--- src/rtl/ctrl_pkg.sv ---
// Shared encodings for the multi-cycle MIPS control path: opcodes, ALUop
// codes, FSM states and the datapath mux select codes.
package ctrl_pkg;

  // Primary opcodes (IR[31:26])
  localparam logic [5:0] OP_RTYPE = 6'h00;
  localparam logic [5:0] OP_J     = 6'h02;
  localparam logic [5:0] OP_BEQ   = 6'h04;
  localparam logic [5:0] OP_BNE   = 6'h05;
  localparam logic [5:0] OP_ADDI  = 6'h08;
  localparam logic [5:0] OP_SUBI  = 6'h09;
  localparam logic [5:0] OP_SLTI  = 6'h0A;
  localparam logic [5:0] OP_ANDI  = 6'h0C;
  localparam logic [5:0] OP_ORI   = 6'h0D;
  localparam logic [5:0] OP_LB    = 6'h20;
  localparam logic [5:0] OP_LW    = 6'h23;
  localparam logic [5:0] OP_SB    = 6'h28;
  localparam logic [5:0] OP_SW    = 6'h2B;

  // funct code of jr within RTYPE
  localparam logic [5:0] FUNCT_JR = 6'h08;

  // ALUop codes shared with alu_control
  localparam logic [2:0] ALUOP_AND   = 3'b000;
  localparam logic [2:0] ALUOP_OR    = 3'b001;
  localparam logic [2:0] ALUOP_SLT   = 3'b010;
  localparam logic [2:0] ALUOP_ADD   = 3'b101;
  localparam logic [2:0] ALUOP_SUB   = 3'b110;
  localparam logic [2:0] ALUOP_RTYPE = 3'b111;

  // alu_src_b select codes
  localparam logic [1:0] SRCB_REG    = 2'b00;
  localparam logic [1:0] SRCB_FOUR   = 2'b01;
  localparam logic [1:0] SRCB_IMM    = 2'b10;
  localparam logic [1:0] SRCB_IMM_SH = 2'b11;

  // pc_source select codes
  localparam logic [1:0] PCSRC_ALU    = 2'b00;
  localparam logic [1:0] PCSRC_ALUOUT = 2'b01;
  localparam logic [1:0] PCSRC_JUMP   = 2'b10;
  localparam logic [1:0] PCSRC_REG_A  = 2'b11;

  typedef enum logic [3:0] {
    S_FETCH   = 4'd0,
    S_DECODE  = 4'd1,
    S_EXEC    = 4'd2,
    S_ALU_WB  = 4'd3,
    S_ADDR    = 4'd4,
    S_MEM_RD  = 4'd5,
    S_MEM_WR  = 4'd6,
    S_LOAD_WB = 4'd7,
    S_BRANCH  = 4'd8,
    S_JUMP    = 4'd9
  } state_e;

  // Immediate-form ALU instructions routed through EXEC
  function automatic logic is_imm_alu(input logic [5:0] op);
    return (op == OP_ADDI) || (op == OP_SUBI) || (op == OP_SLTI) ||
           (op == OP_ANDI) || (op == OP_ORI);
  endfunction

  // ALUop used in EXEC for a given opcode
  function automatic logic [2:0] exec_alu_op(input logic [5:0] op);
    case (op)
      OP_RTYPE: return ALUOP_RTYPE;
      OP_ANDI:  return ALUOP_AND;
      OP_ORI:   return ALUOP_OR;
      OP_SLTI:  return ALUOP_SLT;
      OP_SUBI:  return ALUOP_SUB;
      default:  return ALUOP_ADD;
    endcase
  endfunction

endpackage

--- src/rtl/main_control_fsm.sv ---
// Multi-cycle main control unit: sequences fetch/decode/execute/memory/
// write-back and decodes the datapath strobes from the current state.
module main_control_fsm
  import ctrl_pkg::*;
(
  input  logic       clk,
  input  logic       rst_n,
  input  logic [5:0] opcode,
  input  logic [5:0] funct,
  input  logic       zero,
  input  logic       mem_ready,
  output logic [2:0] alu_op,
  output logic       alu_src_a,
  output logic [1:0] alu_src_b,
  output logic       pc_write,
  output logic [1:0] pc_source,
  output logic       ir_write,
  output logic       iord,
  output logic       mem_read,
  output logic       mem_write,
  output logic       mem_byte,
  output logic       reg_write,
  output logic       reg_dst,
  output logic       mem_to_reg,
  output logic       instr_done,
  output logic       illegal
);

  state_e r_state;
  state_e w_next_state;
  logic   w_is_rtype;
  logic   w_is_jr;

  assign w_is_rtype = (opcode == OP_RTYPE);
  assign w_is_jr    = w_is_rtype && (funct == FUNCT_JR);

  // State register with synchronous active-low reset
  always_ff @(posedge clk) begin
    // NOTE: sequential state uses non-blocking assignment so every flop
    // samples the pre-edge values regardless of block ordering.
    if (!rst_n) r_state <= S_FETCH;
    else        r_state <= w_next_state;
  end

  // Next-state logic
  always_comb begin
    // NOTE: default assigned first so no path through the case infers a latch.
    w_next_state = r_state;
    case (r_state)
      S_FETCH:  if (mem_ready) w_next_state = S_DECODE;
      S_DECODE: begin
        if (w_is_jr || opcode == OP_J)                 w_next_state = S_JUMP;
        else if (w_is_rtype || is_imm_alu(opcode))     w_next_state = S_EXEC;
        else if (opcode == OP_LB || opcode == OP_LW ||
                 opcode == OP_SB || opcode == OP_SW)   w_next_state = S_ADDR;
        else if (opcode == OP_BEQ || opcode == OP_BNE) w_next_state = S_BRANCH;
        else                                           w_next_state = S_FETCH;
      end
      S_EXEC:   w_next_state = S_ALU_WB;
      S_ALU_WB: w_next_state = S_FETCH;
      S_ADDR:   w_next_state = (opcode == OP_LB || opcode == OP_LW) ? S_MEM_RD : S_MEM_WR;
      S_MEM_RD: if (mem_ready) w_next_state = S_LOAD_WB;
      S_MEM_WR: if (mem_ready) w_next_state = S_FETCH;
      S_LOAD_WB, S_BRANCH, S_JUMP: w_next_state = S_FETCH;
      default:  w_next_state = S_FETCH;
    endcase
  end

  // Output decode; everything forced low while reset is asserted
  always_comb begin
    alu_op     = ALUOP_AND;
    alu_src_a  = 1'b0;
    alu_src_b  = SRCB_REG;
    pc_write   = 1'b0;
    pc_source  = PCSRC_ALU;
    ir_write   = 1'b0;
    iord       = 1'b0;
    mem_read   = 1'b0;
    mem_write  = 1'b0;
    mem_byte   = 1'b0;
    reg_write  = 1'b0;
    reg_dst    = 1'b0;
    mem_to_reg = 1'b0;
    instr_done = 1'b0;
    illegal    = 1'b0;
    if (rst_n) begin
      case (r_state)
        S_FETCH: begin
          mem_read  = 1'b1;
          alu_src_b = SRCB_FOUR;
          alu_op    = ALUOP_ADD;
          ir_write  = mem_ready;
          pc_write  = mem_ready;
        end
        S_DECODE: begin
          alu_src_b = SRCB_IMM_SH;
          alu_op    = ALUOP_ADD;
          if (!(w_is_rtype || is_imm_alu(opcode) || opcode == OP_J ||
                opcode == OP_BEQ || opcode == OP_BNE ||
                opcode == OP_LB || opcode == OP_LW ||
                opcode == OP_SB || opcode == OP_SW)) begin
            illegal    = 1'b1;
            instr_done = 1'b1;
          end
        end
        S_EXEC: begin
          alu_src_a = 1'b1;
          alu_src_b = w_is_rtype ? SRCB_REG : SRCB_IMM;
          alu_op    = exec_alu_op(opcode);
        end
        S_ALU_WB: begin
          reg_write  = 1'b1;
          reg_dst    = w_is_rtype;
          instr_done = 1'b1;
        end
        S_ADDR: begin
          alu_src_a = 1'b1;
          alu_src_b = SRCB_IMM;
          alu_op    = ALUOP_ADD;
        end
        S_MEM_RD: begin
          mem_read = 1'b1;
          iord     = 1'b1;
          mem_byte = (opcode == OP_LB);
        end
        S_MEM_WR: begin
          mem_write  = 1'b1;
          iord       = 1'b1;
          mem_byte   = (opcode == OP_SB);
          instr_done = mem_ready;
        end
        S_LOAD_WB: begin
          reg_write  = 1'b1;
          mem_to_reg = 1'b1;
          instr_done = 1'b1;
        end
        S_BRANCH: begin
          alu_src_a  = 1'b1;
          alu_src_b  = SRCB_REG;
          alu_op     = ALUOP_SUB;
          pc_source  = PCSRC_ALUOUT;
          pc_write   = (opcode == OP_BNE) ? !zero : zero;
          instr_done = 1'b1;
        end
        S_JUMP: begin
          pc_write   = 1'b1;
          pc_source  = w_is_jr ? PCSRC_REG_A : PCSRC_JUMP;
          instr_done = 1'b1;
        end
        default: ;
      endcase
    end
  end

endmodule
--- config.mk ---
export PLATFORM = sky130hd
export DESIGN_NAME = main_control_fsm
export DESIGN_NICKNAME = d
export VERILOG_FILES = /design/src/rtl/ctrl_pkg.sv /design/src/rtl/main_control_fsm.sv
export SDC_FILE = /design/constraint.sdc
export NUM_CORES = 1
export LEC_CHECK = 0
export BUFFER_PORTS_ARGS = -buffer_cell sky130_fd_sc_hd__buf_2
export CAP_MARGIN = 20
export CORE_MARGIN = 2
export CORE_UTILIZATION = 46
export DETAILED_ROUTE_END_ITERATION = 12
export MAX_ROUTING_LAYER = met4
export PLACE_DENSITY = 0.78
export SLEW_MARGIN = 20
export SYNTH_ARGS = -nofsm -noshare
export SYNTH_HDL_FRONTEND = slang
export SYNTH_SLANG_ARGS = --single-unit
export TNS_END_PERCENT = 1
--- constraint.sdc ---
create_clock -name clk -period 1.5 [get_ports clk]
set_clock_uncertainty 0.05 [all_clocks]
set_input_delay 0.075 -clock clk [delete_from_list [all_inputs] [get_ports clk]]
set_output_delay 0.075 -clock clk [all_outputs]
set_load 0.005 [all_outputs]
# --- Word-level counts from Yosys, hierarchy flattened ---
# Cells that the tools add are included.
totals:
  register_bits: 4
  latch_bits: 0
  ramBits: 0
  rom_bits: 0
  mem_count: 0
op_classes:
  addsub: 0
  n_mul: 0
  div_mod_pow: 0
  n_lt_le_gt_ge: 0
  n_eq_ne: 25
  n_shift: 0
  mux: 44
  n_bitwise: 0
  n_reduce_logical: 28
op_table:
  columns: ["cell", "count"]
  rows:
  - ["6-bit by 4-bit == test with 1-bit output (second input constant)", 6]
  - ["4-bit 2-to-1 mux", 7]
  - ["6-bit == test (second input constant)", 4]
  - ["1-bit 2-to-1 mux", 24]
  - ["4-bit one-hot mux with 6 select lines", 1]
  - ["1-bit logical OR", 17]
  - ["4-bit by 3-bit == test with 1-bit output (second input constant)", 4]
  - ["3-bit one-hot mux with 5 select lines", 1]
  - ["6-bit by 3-bit == test with 1-bit output (second input constant)", 2]
  - ["3-bit one-hot mux with 3 select lines", 1]
  - ["4-bit by 2-bit == test with 1-bit output (second input constant)", 2]
  - ["4-bit == test (second input constant)", 2]
  - ["2-bit 2-to-1 mux", 4]
  - ["2-bit one-hot mux with 4 select lines", 1]
  - ["6-bit by 2-bit == test with 1-bit output (second input constant)", 1]
  - ["6-bit logical NOT", 1]
  - ["2-bit != test (second input constant)", 3]
  - ["1-bit one-hot mux with 3 select lines", 2]
  - ["2-bit OR reduction", 3]
  - ["3-bit OR reduction", 2]
  - ["4-bit by 1-bit == test with 1-bit output (second input constant)", 1]
  - ["4-bit logical NOT", 1]
  - ["2-bit one-hot mux with 2 select lines", 1]
  - ["4-bit OR reduction", 1]
  - ["other kinds (5)", 5]

# --- Logic depth before layout (Yosys ltp) ---
logic_depth:
  depth_word: 16
  mapped_depth: 6

# --- Worst setup path before layout ---
# No wires, ideal clock.
synth_path:
  path_type: "register -> output"
  start: "reg r_state[3]"
  end: "out pc_source[0]"
  arrival_time_ps: 1319
  t_required_ps: 1375
  slack_ps: 56
  stages_incl_launch_ff: 5
  n_path_buf: 1
  cell_sequence: "dfxtp_1 -> clkbuf_1 -> nand2_1 -> or3b_2 -> a21oi_1"
synth_between:
  elab_chain_len: 3
  elab_cells_between_ends: 4
  classes_between: "eq/ne: 2; mux: 2"
synth_rtl:
  columns: ["item", "line_no", "rtl"]
  rows:
  - ["start: declaration", "main_control_fsm.sv:29", "state_e r_state;"]
  - ["start signal: assignment", "main_control_fsm.sv:42", "else r_state <= w_next_state;"]
  - ["4-bit == test", "main_control_fsm.sv:87", "case (r_state)"]
  - ["2-bit one-hot mux with 2 select lines (*)", "main_control_fsm.sv:87", null]
  - ["2-bit 2-to-1 mux (*)", "main_control_fsm.sv:86", "if (rst_n) begin"]
  - ["end: declaration", "main_control_fsm.sv:16", "output logic [1:0] pc_source,"]
# Mark *: on every way between the ends. The rest lies on a longest branch, timed or not.

# --- Worst setup path in the final report ---
layout_path:
  start: "reg r_state[3]"
  end: "out instr_done"
layout_between:
  elab_chain_len: 4
  elab_cells_between_ends: 9
  classes_between: "eq/ne: 6; mux: 2; reduce/logical: 1"
layout_rtl:
  columns: ["item", "line_no", "rtl"]
  rows:
  - ["4-bit == test, or another cell as far along", "main_control_fsm.sv:87", null]
  - ["4-bit OR reduction (no source line)", null, null]
  - ["1-bit one-hot mux with 3 select lines (*)", "main_control_fsm.sv:87", null]
  - ["1-bit 2-to-1 mux (*)", "main_control_fsm.sv:86", null]
  - ["end: declaration", "main_control_fsm.sv:25", "output logic instr_done,"]
# Marked as above.

==> results.yml <==
outcome:
  status: "finished with violations"
  violations: "negative setup slack"
final_layout:
  diodes: 0
  largest_reg_flops: 4
  max_flop_register: "r_state"
  nFillCells: 123
  reg_top3: "r_state x4"
  layout.nets: 191
  drive_gt1_share_pct: 46.24
  area_growth_pct: 51.52
  final_cells: 189
die:
  core_area_sq_um: 1541
  start_util_pct: 50.73
  die_area_sq_um: 2046
  die_w_um: 45.23
  die_h_um: 45.23
  rows: 14
  ios: 35
timing:
  fin_crit_ps: 1534
  max_freq_mhz: 651.8
  tightestPinTransition_ps: 290.9
  layout_setup_ws_ps: -34.16
  drv_slew: 0
  period_share_pct: 102.3
  rsz0062_at_grt: "true"
  finalSetupViolCount: 3
  slew_headroom_pct: 80.40
  final-hold-violation-count: 0
logic_synthesis:
  ys.flop_type: "dfxtp_1"
  syn-num-nets: 142
  synthArstFlopShare_pct: 0
  synthDistinctLibCells: 38
  yosys_warnings: 0
  syn_inst: 126
  syn_area_sq_um: 782.0
  synth-edff-count: 0
  ys_seq_area_share_pct: 10.24
  synth.ff_latch_count: 4
  synth.avg_cell_area_sq_um: 6.206
global_routing:
  grt_usage_pct: 28.22
  grt_pass1_vias: 950
  grt_pass1_wl_um: 4174
  grt_antenna_before_repair: 0
  grt_remaining_overflow: 0
  grt_max_degree: 17
clock_tree:
  cts.path.max_buffers: 2
  htree_levels: 1
  clk_latency_ps: 240
  cts_tree: "yes"
  clk_pin_slew_ps: 40
  hold_buffers: 0
  cts_buffers: 3
  cts_sinks: 4
  cts-root-buf: "clkbuf_4"
pwr:
  peakVddDrop_mv: 0.3063
  p_per_area_nw_per_um2: 556.0
  p_leak_uw: 0.0005485
  power_uw: 658.8
drt:
  drt-total-wl_um: 2928
  drt-vias-per-instance: 6.201
  wirelength_met1_um: 1124
  firstDrtPassIters: 4
  routed.top_layer: "met4"
  ant_nets: 0
  drtIter0Drc: 70
  wl_met3_um: 314
  wl_per_cell_um: 15.49
  via_count: 1172
  wl_met2_um: 1423
  drc: 0
placement:
  placed_cells: 180
  numPortBuffers: 34
  routabilityCongestion: 0.9158
  post-place-ws_ps: -54.22
  hpwl_um: 1949
worst_setup_path:
  cp_max_fo: 6
  crit_arrival_ps: 1410
  slowest_delay_ps: 360
  worstSetupPathType: "reg -> out"
  slowest_stage: "dfxtp_4"
  worst-path-buf-inv: 2
  crit_family: "flip-flops"
  endpoint_kind: "primary output"
  cp-start-kind: "flop"
  critPathRequiredTime_ps: 1370
  crit_chain: "buf_4 > nor2_4 > nand3_2 > a21oi_2 > a21o_1 > buf_2"
hold_path:
  hold_path.class: "in -> reg"
flow_run:
  max_cap_violations: 0
[final cells by class]
class                   instances  area, sq um  share of cell area (%)
repair buffers                 56        355.3                   29.99
clock buffers                   3        22.52                   1.901
well taps                      16        20.02                   1.690
multi-input cells             106        679.4                   57.34
inverters                       4        15.01                   1.267
flip-flops and latches          4        92.59                   7.814
[per-stage QoR]
stage                     util, %  hold slack [ps]  area, sq um  setup TNS [ps]
after detailed placement    66.15            417.9         1020          -54.22
after global routing        76.87            180.7         1185          -512.5
after floorplan                 -            174.3        782.0               0
final                       76.87            167.8         1185          -92.62
after CTS                   69.72            191.0         1075          -281.3
after global placement      66.15            414.1         1020               0
[synth_stat cells, types with 2 or more instances]
master,n,area (sq um)
and3_1,2,12.51
xor2_1,2,17.52
buf_2,2,10.01
dfxtp_1,4,80.08
o21ai_0,7,35.03
o21a_1,2,15.01
inv_1,4,15.01
and2_1,2,12.51
nand4_1,4,25.02
a21oi_1,13,65.06
nor2b_1,4,25.02
nand2_1,14,52.55
o22ai_1,2,12.51
buf_6,2,22.52
clkbuf_1,7,26.28
xnor2_1,5,43.79
nor2_1,18,67.56
nand3_1,6,30.03
nor3_1,6,30.03
nor4_1,2,12.51
[placed cells by master (no fill, tap or decap), types with 3 or more instances in the layout]
| cell | synthesis | routed |
|---|---|---|
| buf_4 | 0 | 19 |
| inv_1 | 4 | 3 |
| nand4_1 | 4 | 4 |
| nand3_1 | 6 | 5 |
| dfxtp_4 | 0 | 3 |
| nand2_1 | 14 | 13 |
| xnor2_1 | 5 | 5 |
| buf_2 | 2 | 34 |
| a21oi_1 | 13 | 11 |
| clkbuf_4 | 0 | 3 |
| nor3_1 | 6 | 6 |
| o21ai_0 | 7 | 6 |
| nor2_1 | 18 | 16 |
[path summary, 6_finish.rpt]
check / cells past startpoint / from / slack, ps / end
max: 6 / r_state[3] / -30 / instr_done
min: 3 / rst_n / 170 / r_state[3]
max reg2reg: 5 / r_state[1] / 130 / r_state[0]
min reg2reg: 3 / r_state[2] / 650 / r_state[3]
[routing by layer]
metal / global-route usage [%] / up-vias
li1: - / 547
met1: 33.09 / 535
met2: 50.29 / 80
met3: 4.000 / 10
met4: 6.471 / 0
met5: - / -
[what timing repair did]
action / in CTS / in global routing
hold endpoints to repair: 0 / 0
pin swaps: 1 / 2
gates resized for setup: 13 / 18
setup endpoints to repair: 17 / 15
buffers inserted: 0 / 6
[worst register-to-register path: stages, from the launching register on]
cell	delay, ps
dfxtp_4	340
buf_4	130
buf_4	160
a221o_1	340
o22ai_2	140
a31o_1	150
[cells by family after synthesis]
group	after synthesis	share of synthesized area [%]
flip-flops	4	10.24
buffers and inverters	16	11.20
AO/OA/AOI/OAI	34	27.84
AND/OR/NAND/NOR	65	42.88
XOR/XNOR	7	7.840
[report_power, final]
part           total (uW)  internal (uW)  switching, uW
combinational         398            189            209
clock                 139           89.8           49.0
sequential            122            113           9.57
No activity file was read; power rests on OpenSTA's default activity.
